<file path="src/rtl/axi_lite_master.sv">
// Single-outstanding AXI4-Lite initiator. It converts a command/response
// handshake into one AXI read or write and aborts on a per-transaction timeout.
module axi_lite_master #(
    parameter int unsigned C_M_AXI_ADDR_WIDTH = 30,
    parameter int unsigned C_M_AXI_DATA_WIDTH = 32,
    parameter int unsigned TIMEOUT_CYCLES     = 1024
) (
    input  logic                              S_AXI_ACLK,
    input  logic                              Local_Reset,
    input  logic                              cmd_valid,
    output logic                              cmd_ready,
    input  logic                              cmd_write,
    input  logic [C_M_AXI_ADDR_WIDTH-1:0]     cmd_addr,
    input  logic [C_M_AXI_DATA_WIDTH-1:0]     cmd_wdata,
    input  logic [C_M_AXI_DATA_WIDTH/8-1:0]   cmd_wstrb,
    output logic                              rsp_valid,
    input  logic                              rsp_ready,
    output logic [C_M_AXI_DATA_WIDTH-1:0]     rsp_rdata,
    output logic [1:0]                        rsp_resp,
    output logic                              rsp_timeout,
    output logic                              busy,
    output logic [C_M_AXI_ADDR_WIDTH-1:0]     M_AXI_AWADDR,
    output logic                              M_AXI_AWVALID,
    input  logic                              M_AXI_AWREADY,
    output logic [C_M_AXI_DATA_WIDTH-1:0]     M_AXI_WDATA,
    output logic [C_M_AXI_DATA_WIDTH/8-1:0]   M_AXI_WSTRB,
    output logic                              M_AXI_WVALID,
    input  logic                              M_AXI_WREADY,
    input  logic [1:0]                        M_AXI_BRESP,
    input  logic                              M_AXI_BVALID,
    output logic                              M_AXI_BREADY,
    output logic [C_M_AXI_ADDR_WIDTH-1:0]     M_AXI_ARADDR,
    output logic                              M_AXI_ARVALID,
    input  logic                              M_AXI_ARREADY,
    input  logic [C_M_AXI_DATA_WIDTH-1:0]     M_AXI_RDATA,
    input  logic [1:0]                        M_AXI_RRESP,
    input  logic                              M_AXI_RVALID,
    output logic                              M_AXI_RREADY
);

    localparam int unsigned AW     = C_M_AXI_ADDR_WIDTH;
    localparam int unsigned DW     = C_M_AXI_DATA_WIDTH;
    localparam int unsigned SW     = C_M_AXI_DATA_WIDTH / 8;
    localparam int unsigned CNT_W  = 16;
    localparam logic [CNT_W-1:0] TIMEOUT_LIM = CNT_W'(TIMEOUT_CYCLES);
    localparam logic [1:0]       RESP_TIMEOUT = 2'b10;

    typedef enum logic [2:0] {
        S_IDLE,
        S_WRITE,
        S_WRESP,
        S_READ,
        S_RDATA,
        S_RESP
    } state_t;

    state_t            state_q, state_d;
    logic [CNT_W-1:0]  cnt_q, cnt_d, cnt_inc;
    logic              cmd_ready_q, cmd_ready_d;
    logic              busy_q, busy_d;
    logic              rsp_valid_q, rsp_valid_d;
    logic [DW-1:0]     rsp_rdata_q, rsp_rdata_d;
    logic [1:0]        rsp_resp_q, rsp_resp_d;
    logic              rsp_timeout_q, rsp_timeout_d;
    logic [AW-1:0]     awaddr_q, awaddr_d;
    logic [AW-1:0]     araddr_q, araddr_d;
    logic [DW-1:0]     wdata_q, wdata_d;
    logic [SW-1:0]     wstrb_q, wstrb_d;
    logic              awvalid_q, awvalid_d;
    logic              wvalid_q, wvalid_d;
    logic              bready_q, bready_d;
    logic              arvalid_q, arvalid_d;
    logic              rready_q, rready_d;
    logic              aw_done, w_done, active;

    // State and registered outputs; reset drops every valid/ready at once
    always_ff @(posedge S_AXI_ACLK or posedge Local_Reset) begin
        if (Local_Reset) begin
            state_q       <= S_IDLE;
            cnt_q         <= '0;
            cmd_ready_q   <= 1'b0;
            busy_q        <= 1'b0;
            rsp_valid_q   <= 1'b0;
            rsp_rdata_q   <= '0;
            rsp_resp_q    <= '0;
            rsp_timeout_q <= 1'b0;
            awaddr_q      <= '0;
            araddr_q      <= '0;
            wdata_q       <= '0;
            wstrb_q       <= '0;
            awvalid_q     <= 1'b0;
            wvalid_q      <= 1'b0;
            bready_q      <= 1'b0;
            arvalid_q     <= 1'b0;
            rready_q      <= 1'b0;
        end else begin
            state_q       <= state_d;
            cnt_q         <= cnt_d;
            cmd_ready_q   <= cmd_ready_d;
            busy_q        <= busy_d;
            rsp_valid_q   <= rsp_valid_d;
            rsp_rdata_q   <= rsp_rdata_d;
            rsp_resp_q    <= rsp_resp_d;
            rsp_timeout_q <= rsp_timeout_d;
            awaddr_q      <= awaddr_d;
            araddr_q      <= araddr_d;
            wdata_q       <= wdata_d;
            wstrb_q       <= wstrb_d;
            awvalid_q     <= awvalid_d;
            wvalid_q      <= wvalid_d;
            bready_q      <= bready_d;
            arvalid_q     <= arvalid_d;
            rready_q      <= rready_d;
        end
    end

    // Next state and next registered outputs; timeout overrides any non-final step
    always_comb begin
        state_d       = state_q;
        cnt_d         = cnt_q;
        rsp_valid_d   = 1'b0;
        rsp_rdata_d   = rsp_rdata_q;
        rsp_resp_d    = rsp_resp_q;
        rsp_timeout_d = rsp_timeout_q;
        awaddr_d      = awaddr_q;
        araddr_d      = araddr_q;
        wdata_d       = wdata_q;
        wstrb_d       = wstrb_q;
        awvalid_d     = 1'b0;
        wvalid_d      = 1'b0;
        bready_d      = 1'b0;
        arvalid_d     = 1'b0;
        rready_d      = 1'b0;
        cnt_inc       = (cnt_q == '1) ? cnt_q : cnt_q + CNT_W'(1);
        aw_done       = !awvalid_q || M_AXI_AWREADY;
        w_done        = !wvalid_q || M_AXI_WREADY;
        active        = (state_q == S_WRITE) || (state_q == S_WRESP) ||
                        (state_q == S_READ)  || (state_q == S_RDATA);

        case (state_q)
            S_IDLE: begin
                if (cmd_valid && cmd_ready_q) begin
                    awaddr_d      = cmd_addr;
                    araddr_d      = cmd_addr;
                    wdata_d       = cmd_wdata;
                    wstrb_d       = cmd_wstrb;
                    cnt_d         = '0;
                    rsp_rdata_d   = '0;
                    rsp_resp_d    = '0;
                    rsp_timeout_d = 1'b0;
                    if (cmd_write) begin
                        state_d   = S_WRITE;
                        awvalid_d = 1'b1;
                        wvalid_d  = 1'b1;
                    end else begin
                        state_d   = S_READ;
                        arvalid_d = 1'b1;
                        rready_d  = 1'b1;
                    end
                end
            end
            S_WRITE: begin
                cnt_d = cnt_inc;
                if (aw_done && w_done) begin
                    state_d  = S_WRESP;
                    bready_d = 1'b1;
                end else begin
                    awvalid_d = !aw_done;
                    wvalid_d  = !w_done;
                end
            end
            S_WRESP: begin
                cnt_d = cnt_inc;
                if (M_AXI_BVALID) begin
                    rsp_resp_d  = M_AXI_BRESP;
                    rsp_valid_d = 1'b1;
                    state_d     = S_RESP;
                end else begin
                    bready_d = 1'b1;
                end
            end
            S_READ: begin
                cnt_d = cnt_inc;
                if (M_AXI_ARREADY && M_AXI_RVALID) begin
                    rsp_rdata_d = M_AXI_RDATA;
                    rsp_resp_d  = M_AXI_RRESP;
                    rsp_valid_d = 1'b1;
                    state_d     = S_RESP;
                end else if (M_AXI_ARREADY) begin
                    rready_d = 1'b1;
                    state_d  = S_RDATA;
                end else begin
                    arvalid_d = 1'b1;
                    rready_d  = 1'b1;
                end
            end
            S_RDATA: begin
                cnt_d = cnt_inc;
                if (M_AXI_RVALID) begin
                    rsp_rdata_d = M_AXI_RDATA;
                    rsp_resp_d  = M_AXI_RRESP;
                    rsp_valid_d = 1'b1;
                    state_d     = S_RESP;
                end else begin
                    rready_d = 1'b1;
                end
            end
            S_RESP: begin
                if (rsp_ready) begin
                    state_d = S_IDLE;
                end else begin
                    rsp_valid_d = 1'b1;
                end
            end
            default: state_d = S_IDLE;
        endcase

        if (active && (cnt_inc >= TIMEOUT_LIM) && (state_d != S_RESP)) begin
            state_d       = S_RESP;
            awvalid_d     = 1'b0;
            wvalid_d      = 1'b0;
            bready_d      = 1'b0;
            arvalid_d     = 1'b0;
            rready_d      = 1'b0;
            rsp_valid_d   = 1'b1;
            rsp_rdata_d   = '0;
            rsp_resp_d    = RESP_TIMEOUT;
            rsp_timeout_d = 1'b1;
        end

        cmd_ready_d = (state_d == S_IDLE);
        busy_d      = (state_d != S_IDLE);
    end

    assign cmd_ready     = cmd_ready_q;
    assign busy          = busy_q;
    assign rsp_valid     = rsp_valid_q;
    assign rsp_rdata     = rsp_rdata_q;
    assign rsp_resp      = rsp_resp_q;
    assign rsp_timeout   = rsp_timeout_q;
    assign M_AXI_AWADDR  = awaddr_q;
    assign M_AXI_AWVALID = awvalid_q;
    assign M_AXI_WDATA   = wdata_q;
    assign M_AXI_WSTRB   = wstrb_q;
    assign M_AXI_WVALID  = wvalid_q;
    assign M_AXI_BREADY  = bready_q;
    assign M_AXI_ARADDR  = araddr_q;
    assign M_AXI_ARVALID = arvalid_q;
    assign M_AXI_RREADY  = rready_q;

endmodule

</file>
<file path="config.mk">
export PLATFORM = sky130hd
export DESIGN_NAME = axi_lite_master
export DESIGN_NICKNAME = d
export VERILOG_FILES = /design/src/rtl/axi_lite_master.sv
export SDC_FILE = /design/constraint.sdc
export NUM_CORES = 1
export LEC_CHECK = 0
export ABC_AREA = 1
export CORE_ASPECT_RATIO = 1.75
export CORE_MARGIN = 5
export CORE_UTILIZATION = 43
export DETAILED_ROUTE_END_ITERATION = 6
export PLACE_DENSITY_LB_ADDON = 0.12
export SLEW_MARGIN = 10
export SYNTH_ARGS = -nofsm -noshare
export SYNTH_HDL_FRONTEND = slang
export SYNTH_SLANG_ARGS = --single-unit
</file>
<file path="constraint.sdc">
create_clock -name S_AXI_ACLK -period 4.3 [get_ports S_AXI_ACLK]
set_clock_uncertainty 0.05 [all_clocks]
set_input_delay 0.43 -clock S_AXI_ACLK [delete_from_list [all_inputs] [get_ports S_AXI_ACLK]]
set_output_delay 0.43 -clock S_AXI_ACLK [all_outputs]
set_load 0.01 [all_outputs]
</file>
==> qor.csv <==
metric,value,unit
status,"complete, no violations",
holdBufCountCts,0,
dp_hpwl,13300,microns
yosysSeqAreaShare,53.1,%
cts.htree.levels,4,
antenna_cells,0,
crit_arrival,2530,ps
cts_made_buffers,17,
num-fill-cells,1228,
max_freq,435,MHz
nets,1045,
tritoncts,built,
syn_avg_cell_area,8.48,sq um
gp_congestion,0.904,
wl_per_cell,16.1,microns
grt-ovfl-total,0,
final_area,9070,sq um
layout-drive-gt1-share,9.65,%
setup_violations,0,
slew_viol_final,0,
grt_pass1_wl,28600,microns
slew_headroom,31.7,%
worst_pin_slew,1020,ps
die_h,167,microns
die_x,99.5,microns
grt_max_degree,82,
first_iter_violations,235,
track_usage,21.7,%
row_count,57,
hold_viol_final,0,
post-route-period-util,53.4,%
dpl_cell_area,8440,sq um
max_stage_delay,470,ps
postCtsSetupBuffers,0,
postCtsResizedCells,0,
grt_pass1_vias,5811,
min_path_type,reg -> reg,
setup_slack,2000,ps
period_minus_slack,2300,ps
pwr_density_cell,740,nW/um^2
die_area,16600,sq um
rsz0062_at_grt,false,
drv_cap,0,
cpMaxStageDelayCell,dfrtp_1,
syn_to_final_growth,50.6,%
io_pins,251,
fin_tns_setup,0,ps
synthesis.area,6030,sq um
place_ws,1690,ps
worst-path-max-fanout,39,
ys.warnings.count,0,
start_util,43.6,%
postLayoutCoreUtil,65.6,%
p_leak,4.20,nW
drt_pre_antenna_iters,4,
worst_ep_required_time,4530,ps
drt-total-wl,18000,microns
syn-instance-count,711,
cts_root_buf,clkbuf_16,
cts.sinks,128,
reg2reg_setup_slack,2000,ps
vdd_drop_max,0.408,mV
drc,0,
ctsLongestPathBuffers,2,
clkLatencyLatePin,420,ps
clk_pin_slew_worst_paths,60,ps
path_class,reg -> reg,
antenna_found_initial,0,
yosysUniqueCellTypes,32,
critPathCaptureType,register,
ys_ff_latch,128,
vias_per_cell,4.88,
coreArea,13800,sq um
synth_nets,826,
vias,5462,
crit_chain,inv_2 -> nand4_1 -> buf_4 -> nand2_1 -> nor2_1 -> nand2_1 -> a21oi_2 -> nand2_4 -> inv_6 -> nor2_1,
port_buffers,250,
antenna_left,0,
startpoint_type,register,
-- per-stage QoR --
stage / power, W / hold WS [ps] / instances
after detailed placement: 0.00523 / 415 / 1088
final: 0.00672 / 429 / 1120
after CTS: 0.00681 / 431 / 1120
after global routing: 0.00717 / 457 / 1120
after global placement: 0.00514 / 411 / 1088
after floorplan: 0.00399 / 456 / 711
-- worst paths after layout --
check	from	end	cells after the start
min in group asynchronous	Local_Reset	M_AXI_WDATA[27]	2
hold reg to reg	M_AXI_WDATA[10]	M_AXI_WDATA[10]	2
setup / recovery	state_q[2]	rsp_rdata[16]	10
max in group asynchronous	Local_Reset	rsp_rdata[16]	3
hold / removal	M_AXI_WDATA[10]	M_AXI_WDATA[10]	2
setup reg to reg	state_q[2]	rsp_rdata[16]	10
-- worst max-delay path: cells and delay by family (launching register included) --
family                 cells  cell delay [ps]
AOI/OAI and AO/OA          1              200
DFF                        1              470
buffers and inverters      3              820
and+or+nand+nor            6              600
-- power breakdown --
part	internal (W)	total (W)	leakage, nW	switching (W)
Clock	0.00100	0.00154	0.306	0.000534
Combinational	0.00143	0.00316	2.24	0.00173
Sequential	0.00168	0.00202	1.65	0.000345
-- registers in the layout, indices dropped and copies added (netlist names), 2 cells and up --
name          count
rsp_rdata        32
state_q           3
M_AXI_WSTRB       4
M_AXI_WDATA      32
M_AXI_ARADDR     30
cnt_q            16
rsp_resp          2
-- layer usage --
layer  part of all wire [%]  track usage, %
met5                      0               0
met4                    2.1            8.26
met3                    7.7            8.46
met2                     54            38.7
met1                     37            22.6
-- cells in the mapped netlist --
cell	n	share of area, %
a21oi_1	39	3.2
a21oi_2	1	0.15
a22oi_1	1	0.12
a31oi_1	4	0.42
buf_12	2	0.66
buf_2	8	0.66
buf_4	30	3.7
buf_8	1	0.25
clkbuf_1	16	1.0
dfrtp_1	128	53
ha_1	3	0.62
inv_1	25	1.6
inv_2	7	0.44
inv_6	1	0.15
nand2_1	271	17
nand2_2	3	0.31
nand2_4	1	0.19
nand3_1	15	1.2
nand3_4	1	0.29
nand3b_1	1	0.12
nand4_1	9	0.93
nor2_1	51	3.2
nor2_2	31	3.2
nor2_4	5	0.93
nor2_8	1	0.33
nor3_1	1	0.083
nor3b_1	33	4.1
o21ai_0	12	1.0
o21ai_1	3	0.25
o22ai_1	5	0.52
o31ai_1	1	0.12
xor2_1	1	0.15
-- cells by family after synthesis --
| kind of cell | count (synthesis) | share of synthesized area, % |
|---|---|---|
| adder cells (fa/ha/maj) | 3 | 0.623 |
| flip-flops | 128 | 53.1 |
| buffers and inverters | 90 | 8.45 |
| XOR/XNOR | 1 | 0.145 |
| AO/OA/AOI/OAI | 66 | 5.81 |
| AND/OR/NAND/NOR | 423 | 31.8 |
-- cells in the final DEF, fill, tap and decap left out, drive strengths merged --
master	n
nand2	275
clkdlybuf4s50	250
dfrtp	128
nor2	88
a21oi	40
inv	35
nor3b	33
clkbuf	19
nand3	16
o21ai	15
nand4	9
buf	7
o22ai	5
a31oi	4
bufinv	4
clkinv	4
ha	3
clkinvlp	3
o31ai	1
xor2	1
nor3	1
a22oi	1
nand3b	1
-- final cells by class --
type / instances / area (sq um) / area share, %
Clock buffer: 19 / 453 / 4.99
Tap cell: 177 / 221 / 2.44
Clock inverter: 13 / 184 / 2.03
Multi-Input combinational cell: 493 / 2310 / 25.5
Timing Repair Buffer: 257 / 2570 / 28.3
Sequential cell: 128 / 3200 / 35.3
Inverter: 33 / 131 / 1.45
Power figures use the tool's default switching activity.
